## config.mk

```make
export PLATFORM = sky130hd
export DESIGN_NAME = c17_bist_driver
export DESIGN_NICKNAME = d
export VERILOG_FILES = /design/src/rtl/c17_bist_pkg.sv /design/src/rtl/c17_bist_misr.sv /design/src/rtl/c17_bist_driver.sv
export SDC_FILE = /design/constraint.sdc
export NUM_CORES = 1
export LEC_CHECK = 0
export CORE_ASPECT_RATIO = 0.9
export CORE_MARGIN = 2
export CORE_UTILIZATION = 48
export CTS_BUF_LIST = sky130_fd_sc_hd__clkbuf_4
export CTS_CLUSTER_DIAMETER = 150
export DETAILED_ROUTE_END_ITERATION = 8
export GPL_TIMING_DRIVEN = 1
export HOLD_SLACK_MARGIN = 0.12
export PLACE_DENSITY = 0.87
export SLEW_MARGIN = 0
export SYNTH_ARGS = -nofsm -noshare
export SYNTH_HDL_FRONTEND = slang
export SYNTH_SLANG_ARGS = --single-unit
```

## constraint.sdc

```tcl
create_clock -name clk -period 1.29 [get_ports clk]
set_input_delay 0.1935 -clock clk [delete_from_list [all_inputs] [get_ports clk]]
set_output_delay 0.1935 -clock clk [all_outputs]
set_load 0.02 [all_outputs]
```

## src/rtl/c17_bist_pkg.sv

```systemverilog
//------------------------------------------------------------------------------
// Module   : c17_bist_pkg
// Purpose  : Shared widths, FSM encoding and LFSR/MISR step functions for the
//            c17 self-test harness.
// Revision : 1.0 - initial release
//------------------------------------------------------------------------------
`default_nettype none

package c17_bist_pkg;

  localparam int LFSR_W      = 5;
  localparam int MISR_W      = 16;
  localparam int CNT_W       = 5;
  localparam int LFSR_TAP_HI = 4;
  localparam int LFSR_TAP_LO = 2;
  localparam logic [MISR_W-1:0] MISR_POLY = 16'h1021;

  typedef enum logic [2:0] {
    IDLE  = 3'd0,
    LOAD  = 3'd1,
    RUN   = 3'd2,
    DRAIN = 3'd3,
    DONE  = 3'd4
  } state_e;

  // x^5 + x^3 + 1, shifting towards the MSB
  function automatic logic [LFSR_W-1:0] lfsr_step(input logic [LFSR_W-1:0] cur);
    return {cur[LFSR_W-2:0], cur[LFSR_TAP_HI] ^ cur[LFSR_TAP_LO]};
  endfunction

  function automatic logic [MISR_W-1:0] misr_step(input logic [MISR_W-1:0] cur,
                                                  input logic [1:0]        resp);
    return {cur[MISR_W-2:0], 1'b0}
         ^ (cur[MISR_W-1] ? MISR_POLY : {MISR_W{1'b0}})
         ^ {{(MISR_W-2){1'b0}}, resp};
  endfunction

endpackage

`default_nettype wire

```

## src/rtl/c17_bist_misr.sv

```systemverilog
//------------------------------------------------------------------------------
// Module   : c17_bist_misr
// Purpose  : 16-bit multiple-input signature register compacting the two c17
//            responses; load has priority over enable.
// Revision : 1.0 - initial release
//------------------------------------------------------------------------------
`default_nettype none

module c17_bist_misr
  import c17_bist_pkg::*;
(
  input  logic              clk,
  input  logic              rst,
  input  logic              load_i,
  input  logic              en_i,
  input  logic [MISR_W-1:0] seed_i,
  input  logic [1:0]        data_i,
  output logic [MISR_W-1:0] sig_o
);

  logic [MISR_W-1:0] sig_q;
  logic [MISR_W-1:0] sig_d;

  always_comb begin
    sig_d = sig_q;
    if (load_i) begin
      sig_d = seed_i;
    end else if (en_i) begin
      sig_d = misr_step(sig_q, data_i);
    end
  end

  always_ff @(posedge clk) begin
    if (rst) begin
      sig_q <= seed_i;
    end else begin
      sig_q <= sig_d;
    end
  end

  assign sig_o = sig_q;

endmodule

`default_nettype wire

```

## src/rtl/c17_bist_driver.sv

```systemverilog
//------------------------------------------------------------------------------
// Module   : c17_bist_driver
// Purpose  : LFSR stimulus / MISR compaction harness around the c17 netlist.
//            Optional golden compare enabled by defining C17_BIST_CMP_EN.
//            Legal ranges: PAT_COUNT 1..31, RESP_LAT 1..4, LFSR_SEED != 0.
// Revision : 1.0 - initial release
//------------------------------------------------------------------------------
`default_nettype none

module c17_bist_driver
  import c17_bist_pkg::*;
#(
  parameter int unsigned       PAT_COUNT  = 31,
  parameter logic [LFSR_W-1:0] LFSR_SEED  = 5'b00001,
  parameter logic [MISR_W-1:0] MISR_SEED  = 16'hFFFF,
  parameter int unsigned       RESP_LAT   = 1
`ifdef C17_BIST_CMP_EN
  ,
  parameter logic [MISR_W-1:0] GOLDEN_SIG = 16'h0000
`endif
) (
  input  logic              clk,
  input  logic              rst,
  input  logic              start,
  output logic              busy,
  output logic              done,
  output logic              nx1,
  output logic              nx2,
  output logic              nx3,
  output logic              nx6,
  output logic              nx7,
  input  logic              nx22,
  input  logic              nx23,
`ifdef C17_BIST_CMP_EN
  output logic              pass,
`endif
  output logic [MISR_W-1:0] sig
);

  localparam logic [CNT_W-1:0] c_pat_last = CNT_W'(PAT_COUNT - 1);

  state_e              state_q;
  state_e              state_d;
  logic [LFSR_W-1:0]   lfsr_q;
  logic [LFSR_W-1:0]   lfsr_d;
  logic [LFSR_W-1:0]   stim_q;
  logic [LFSR_W-1:0]   stim_d;
  logic [CNT_W-1:0]    cnt_q;
  logic [CNT_W-1:0]    cnt_d;
  logic [RESP_LAT-1:0] vpipe_q;
  logic                launch;
  logic                capture;

  always_comb begin
    state_d = state_q;
    lfsr_d  = lfsr_q;
    stim_d  = stim_q;
    cnt_d   = cnt_q;
    case (state_q)
      IDLE: begin
        if (start) state_d = LOAD;
      end
      LOAD: begin
        lfsr_d  = LFSR_SEED;
        cnt_d   = '0;
        state_d = RUN;
      end
      RUN: begin
        stim_d = lfsr_q;
        lfsr_d = lfsr_step(lfsr_q);
        cnt_d  = cnt_q + CNT_W'(1);
        if (cnt_q == c_pat_last) state_d = DRAIN;
      end
      // Leave only once every tagged launch has been captured.
      DRAIN: begin
        if (vpipe_q == '0) state_d = DONE;
      end
      DONE: begin
        state_d = IDLE;
      end
      default: begin
        state_d = IDLE;
      end
    endcase
  end

  always_ff @(posedge clk) begin
    if (rst) begin
      state_q <= IDLE;
      lfsr_q  <= LFSR_SEED;
      stim_q  <= '0;
      cnt_q   <= '0;
    end else begin
      state_q <= state_d;
      lfsr_q  <= lfsr_d;
      stim_q  <= stim_d;
      cnt_q   <= cnt_d;
    end
  end

  assign launch  = (state_q == RUN);
  assign capture = vpipe_q[RESP_LAT-1];

  generate
    if (RESP_LAT == 1) begin : g_pipe_one
      always_ff @(posedge clk) begin
        if (rst) vpipe_q <= '0;
        else     vpipe_q <= launch;
      end
    end else begin : g_pipe_multi
      always_ff @(posedge clk) begin
        if (rst) vpipe_q <= '0;
        else     vpipe_q <= {vpipe_q[RESP_LAT-2:0], launch};
      end
    end
  endgenerate

  c17_bist_misr u_misr (
    .clk    (clk),
    .rst    (rst),
    .load_i (state_q == LOAD),
    .en_i   (capture),
    .seed_i (MISR_SEED),
    .data_i ({nx23, nx22}),
    .sig_o  (sig)
  );

`ifdef C17_BIST_CMP_EN
  logic pass_q;

  always_ff @(posedge clk) begin
    if (rst) begin
      pass_q <= 1'b0;
    end else if ((state_q == IDLE) && start) begin
      pass_q <= 1'b0;
    end else if (state_q == DONE) begin
      pass_q <= (sig == GOLDEN_SIG);
    end
  end

  assign pass = pass_q;
`endif

  assign {nx7, nx6, nx3, nx2, nx1} = stim_q;
  assign busy = (state_q == RUN) || (state_q == DRAIN);
  assign done = (state_q == DONE);

endmodule

`default_nettype wire

```

==> results.yml, run 1 <==
run_status:
  outcome: "complete, but fails checks"
  violations: "negative setup slack"
grt:
  via_count_of_the_first_global_routing_pass: 1257
  grt_start_max_net_pins: 20
  number_of_antenna_violations_at_the_first_check_in_global_routing: 0
  global_route_wire_length_before_repair_mm: 5.658
  grtUsageTotal_pct: 22.11
  grt_overflow_total: 0
critical_path:
  criticalPathCategory: "flip-flop to flip-flop"
  critical_path_peak_fanout: 4
  worstSetupStartpointType: "flip-flop"
  critical_path.reg2reg.startpoint: "state_q[1]$_SDFFE_PP0P_"
  worst_setup_path_end_kind: "flip-flop"
  timing.critical_path.from: "state_q[1]$_SDFFE_PP0P_"
  worstPathArrival_ps: 1660
  worst-endpoint-required_ps: 1570
floorplan:
  std_cell_rows: 18
  fp.dieW_um: 61.89
  coreArea_mm2: 0.002815
  die_area_mm2: 0.003472
  design.portCount: 28
  die-height_um: 56.10
  start_util_pct: 51.42
synthesis:
  ys.warnings.count: 0
  ys_types: 33
  post_synth_main_area_contributors: "dfxtp_1 (48%), mux2i_1 (11%), nand2_1 (9.1%)"
  mappedNetlistArea_mm2: 0.001448
  mappedNetlistNets: 169
  number_of_flops_mapped_to_enable_cells_by_yosys: 0
  synth.ff_latch_count: 35
  yosysTopAreaCell: "dfxtp_1"
  asyncSetResetFlopFracSynth_pct: 0
  synth_sequential_area_ratio_pct: 48.40
  synth_flop_cell: "dfxtp_1"
  netlist.area_leader.share_pct: 48.40
  syn-mean-instance-area_um2: 8.936
  syn_inst: 162
  synth.top_cells.by_count: "dfxtp_1 (35), nand2_1 (35), mux2i_1 (16), a21oi_1 (10), nand3_1 (8)"
timing:
  grt_setup_unrepaired: "yes"
  skew_ps: 11.78
  final_max_slew_viol_count: 0
  layout_min_cycle_time_ps: 1380
  setup_violations: 8
  tightestPinTransition_ps: 277.7
  final.period_utilization_pct: 107.0
  slew_headroom_pct: 81.32
  finalHoldViolCount: 0
  post-route-worst-setup-slack_ps: -89.98
  fmax_mhz: 724.6
clock_tree:
  tritoncts.num_buffers: 5
  cts_sinks: 35
  htree_levels: 2
  ctsRootBufferMaster: "clkbuf_4"
  max-clock-path-buffers: 2
  clock_latency_ps: 340
  clock_tree_from_tritoncts: "built"
  worst_setup_hold_path_clk_slew_ps: 100
drt:
  routedWlPerCell_um: 14.02
  drcViolationCount: 0
  ant_nets: 0
  routed-via-count: 1322
  wirelength_mm: 3.520
  drt_first_pass_iters: 4
  dr.first_iter.drc_count: 85
  route.detailed.vias_per_inst: 5.267
cells_and_area:
  final_net_count: 218
  final_layout_size_suffix_gt1_share_pct: 25.12
  areaGrowthSynthToFinish_pct: 38.29
  filler_cell_count: 213
  utilization_pct: 71.11
  antennaDiodeCount: 0
  instances_no_fill: 251
hold_path:
  hold_path.class: "primary input to flip-flop"
  hold_startpoint: "start"
pwr:
  worst_ir_drop_on_vdd_v: 0.0006968
  power.static_leakage_nw: 0.7508
  powerDensity_mw_per_mm2: 973.7
placement:
  placedCellCount: 241
  place.port_buffers: 27
  dp_hpwl_mm: 2.480
  place_congestion: 0.8747
run:
  drv_cap: 0
what timing repair did:
| action | CTS | global route |
|---|---|---|
| gates resized for setup | 35 | 30 |
| buffers inserted | 1 | 2 |
| pin swaps | 1 | 3 |
| hold buffers | 0 | 0 |
| endpoints found under the setup margin | 31 | 26 |
flip-flops by register name, summed over array words and instances (netlist names):
| name | cells |
|---|---|
| lfsr_q | 5 |
| u_misr.sig_o | 16 |
| cnt_q | 5 |
| capture | 1 |
| stim_q | 5 |
| state_q | 3 |
final timing paths:
path                             endpoint  slack, ps  cells after the start
hold reg to reg    stim_q[3]$_SDFFE_PP0N_        450                      2
hold / removal    state_q[0]$_SDFFE_PP0P_        440                      3
setup reg to reg    cnt_q[3]$_SDFFE_PP0P_        -90                      4
setup / recovery    cnt_q[3]$_SDFFE_PP0P_        -90                      4
where the power goes:
| part | switching, mW | leakage, nW | internal [mW] |
|---|---|---|---|
| logic | 0.139 | 0.436 | 0.143 |
| registers | 0.0228 | 0.287 | 1.10 |
| clock network | 0.351 | 0.0285 | 0.193 |
| total | 0.512 | 0.751 | 1.44 |
final cells by class:
cell class | count | area [um2] | area share (%)
multi-input combinational | 114 | 729.5 | 36.44
sequential | 35 | 714.4 | 35.69
timing repair buffer | 53 | 454.2 | 22.69
tap | 40 | 50.05 | 2.500
clock buffer | 5 | 37.54 | 1.875
clock inverter | 2 | 8.758 | 0.4375
inverter | 2 | 7.507 | 0.3750
worst max-delay path, stage by stage, from the launching register on:
cell,delay (ps)
dfxtp_4,380
buf_6,90
or3b_4,380
or3_1,330
a21boi_1,130
cell usage in the layout, fill, tap and decap left out, types with 3 or more instances in the layout:
cell | synthesis | final
nand2_1 | 35 | 34
dfxtp_1 | 35 | 30
buf_4 | 0 | 23
mux2i_1 | 16 | 16
a21oi_1 | 10 | 10
clkdlybuf4s15_1 | 0 | 9
nand3_1 | 8 | 8
a31oi_1 | 7 | 7
dlygate4sd2_1 | 0 | 7
nor2_1 | 6 | 5
clkbuf_4 | 0 | 5
clkbuf_2 | 1 | 5
xor2_1 | 4 | 4
clkdlybuf4s50_1 | 0 | 4
buf_6 | 0 | 4
dfxtp_4 | 0 | 3
cell families (layout without fill, tap and decap cells):
logic type               after synthesis  after routing  share of synthesized area (%)
AO/OA/AOI/OAI                         24             24                          10.03
XOR/XNOR                               5              5                          3.025
adder cells (fa/ha/maj)                2              2                          1.728
buffers and inverters                 13             62                          3.975
flip-flops                            35             35                          48.40
multiplexers                          16             16                          11.06
AND/OR/NAND/NOR                       67             67                          21.78
metrics by stage:
step	setup TNS, ps	power (mW)	hold slack, ps	cell area [um2]	worst slack, ps
2_1_floorplan	-450.0	1.291	356.0	1484	-75.56
3_3_place_gp	-274.7	1.401	445.2	1928	-78.57
3_5_place_dp	-922.2	1.409	444.4	1928	-138.3
4_1_cts	-411.5	1.941	413.5	1967	-194.4
5_1_grt	-800.6	2.041	434.9	2002	-139.4
6_report	-432.3	1.949	438.0	2002	-89.98
metal layers:
metal,part of all wire [%],up-vias,track usage (%)
li1,-,652,-
met1,42,616,26.63
met2,49,46,35.64
met3,6.1,8,6.744
met4,2.4,0,9.119
met5,0,-,0
Power figures use the tool's default switching activity.
==> run 2, diff against run 1 <==
--- a/config.mk
+++ b/config.mk
@@ -6,7 +6,8 @@
 export NUM_CORES = 1
 export LEC_CHECK = 0
+export CAP_MARGIN = 5
 export CORE_ASPECT_RATIO = 0.9
 export CORE_MARGIN = 2
-export CORE_UTILIZATION = 48
+export CORE_UTILIZATION = 40
 export CTS_BUF_LIST = sky130_fd_sc_hd__clkbuf_4
 export CTS_CLUSTER_DIAMETER = 150
@@ -14,5 +15,5 @@
 export GPL_TIMING_DRIVEN = 1
 export HOLD_SLACK_MARGIN = 0.12
-export PLACE_DENSITY = 0.87
+export PLACE_DENSITY = 0.76
 export SLEW_MARGIN = 0
 export SYNTH_ARGS = -nofsm -noshare
==> constraint.sdc (replaced) <==
create_clock -name clk -period 1.29 [get_ports clk]
set_input_delay 0.1935 -clock clk [delete_from_list [all_inputs] [get_ports clk]]
set_output_delay 0.1935 -clock clk [all_outputs]
set_load 0.005 [all_outputs]
==> run 2 against run 1 <==
The run still ends with negative setup slack left. Clock skew decreased by 0.61 ps. Final area increased by 14%. Non-clock buffer count rose by 13. Fmax increased by 1.1%. First-iteration DRC count down 24%. Register-to-register slack better by 20 ps. Via count up 4.3%. Die area rose by 19%. Global-route usage down 1.6 points. Sequential share of layout area fell by 3.3 points. Cell count increased by 7.2%.
==> results.yml, run 2 (synthesis results as in run 1) <==
floorplan:
  design.portCount: 28
  die-height_um: 61.07
  start_util_pct: 42.23
  std_cell_rows: 20
  coreArea_mm2: 0.003428
  fp.dieW_um: 67.42
  die_area_mm2: 0.004117
grt:
  global_route_wire_length_before_repair_mm: 6.223
  number_of_antenna_violations_at_the_first_check_in_global_routing: 0
  grtUsageTotal_pct: 20.46
  grt_start_max_net_pins: 20
  via_count_of_the_first_global_routing_pass: 1392
  grt_overflow_total: 0
hold_path:
  hold_path.class: "primary input to flip-flop"
  hold_depth: 3
drt:
  drt_first_pass_iters: 4
  ant_nets: 0
  routed-via-count: 1379
  routedWlPerCell_um: 14.19
  wirelength_mm: 3.816
  drcViolationCount: 0
  route.detailed.vias_per_inst: 5.126
  dr.first_iter.drc_count: 65
critical_path:
  critical_path_peak_fanout: 3
  worst-endpoint-required_ps: 1570
  worstSetupStartpointType: "flip-flop"
  cell_at_the_slowest_stage_of_the_critical_path: "or3b_4"
  r2r_cells: 4
  criticalPathCategory: "flip-flop to flip-flop"
  worstPathArrival_ps: 1640
  worst_setup_path_end_kind: "flip-flop"
  critical_path.cell_chain: "buf_6, or3b_4, or3_1, a21boi_1"
  slowest_stage_delay_cp_ps: 380
cells_and_area:
  antennaDiodeCount: 0
  final_net_count: 231
  most-common-layout-cells: "buf_4 (31), nand2_1 (30), dfxtp_2 (23)"
  instances_no_fill: 269
  largest_reg_flops: 16
  areaGrowthSynthToFinish_pct: 57.22
  final_layout_size_suffix_gt1_share_pct: 43.11
  filler_cell_count: 253
  leading_cell_type_in_the_layout_fill_and_taps_excluded: "buf_4"
timing:
  final_max_slew_viol_count: 0
  slew_headroom_pct: 80.59
  final.period_utilization_pct: 105.8
  grt_setup_unrepaired: "yes"
  skew_ps: 11.17
  fmax_mhz: 732.8
  layout_min_cycle_time_ps: 1365
  tightestPinTransition_ps: 290.2
  worst_hold_slack_ps: 445.6
  finalHoldViolCount: 0
  post-route-worst-setup-slack_ps: -74.68
  totalNegativeSetupSlack_ps: -240.2
  setup_violations: 9
pwr:
  clock_power_share_pct: 35.4
  power_switching_share_pct: 24.81
  power.static_leakage_nw: 0.8300
  powerDensity_mw_per_mm2: 980.0
  power_switching_uw: 553.4
  fraction_of_power_consumed_by_sequential_logic_pct: 50.6
  worst_ir_drop_on_vdd_v: 0.0007585
  power.internal_mw: 1.677
  power.total_mw: 2.230
  pwr-share-comb_pct: 14.0
clock_tree:
  htree_levels: 2
  tritoncts.num_buffers: 5
  ctsRootBufferMaster: "clkbuf_4"
  post_cts_hold_buffer_count: 0
  max-clock-path-buffers: 2
  clock_tree_from_tritoncts: "built"
  worst_setup_hold_path_clk_slew_ps: 110
  cts_sinks: 35
  clock_latency_ps: 340
placement:
  placedCellCount: 241
  place.port_buffers: 27
  place_congestion: 0.8350
  dp_hpwl_mm: 2.380
run:
  drv_cap: 0
run_status:
  outcome: "complete, but fails checks"
  violations: "negative setup slack"
run 2: layout make-up:
type,instances,area (um2),area share (%)
clock buffers,5,37.54,1.649
clock inverters,3,43.79,1.924
inverters,2,7.507,0.3299
multi-input cells,114,805.8,35.40
flip-flops and latches,35,737.0,32.38
well taps,44,55.05,2.419
repair buffers,66,589.3,25.89
run 2: through the flow:
step	utilization [%]	area, um2	setup slack [ps]
detailed placement	56.20	1927	-147.2
floorplan	-	1486	4.198
global route	66.39	2276	-102.1
CTS	64.01	2195	-50.66
global placement	56.20	1927	-83.20
finish	66.39	2276	-74.68
run 2: power by group through the flow:
stage | clock network [mW] | logic [mW] | registers, mW
after floorplan | 0 | 0.135 | 1.14
after global placement | 0 | 0.242 | 1.15
after detailed placement | 0 | 0.249 | 1.15
after CTS | 0.803 | 0.283 | 1.13
after global routing | 0.860 | 0.337 | 1.13
final | 0.790 | 0.312 | 1.13
run 2: timing repair:
action | 4_1_cts | 5_1_grt
buffers inserted | 20 | 0
setup endpoints to repair | 28 | 14
gates resized for setup | 65 | 21
pin swaps | 4 | 13
run 2: worst max-delay path, delay by kind of cell, from the launching register on:
| kind | cells | cell delay, ps |
|---|---|---|
| DFF | 1 | 370 |
| and+or+nand+nor | 2 | 710 |
| AOI/OAI and AO/OA | 1 | 120 |
| buffers and inverters | 1 | 110 |
run 2: path summary, 6_finish.rpt:
path | from | endpoint | slack (ps)
worst min register to register | stim_q[0]$_SDFFE_PP0N_ | stim_q[0]$_SDFFE_PP0N_ | 470
worst min-delay path | start | state_q[0]$_SDFFE_PP0P_ | 450
worst max-delay path | state_q[1]$_SDFFE_PP0P_ | cnt_q[3]$_SDFFE_PP0P_ | -70
worst max register to register | state_q[1]$_SDFFE_PP0P_ | cnt_q[3]$_SDFFE_PP0P_ | -70
run 2: metal layers:
layer  vias up  GRT usage [%]  wire (um)
li1        689              -          -
met1       657          23.91       1652
met2        25          36.35       1960
met3         8          4.022        130
met4         0          9.913         72
met5         -              0          0
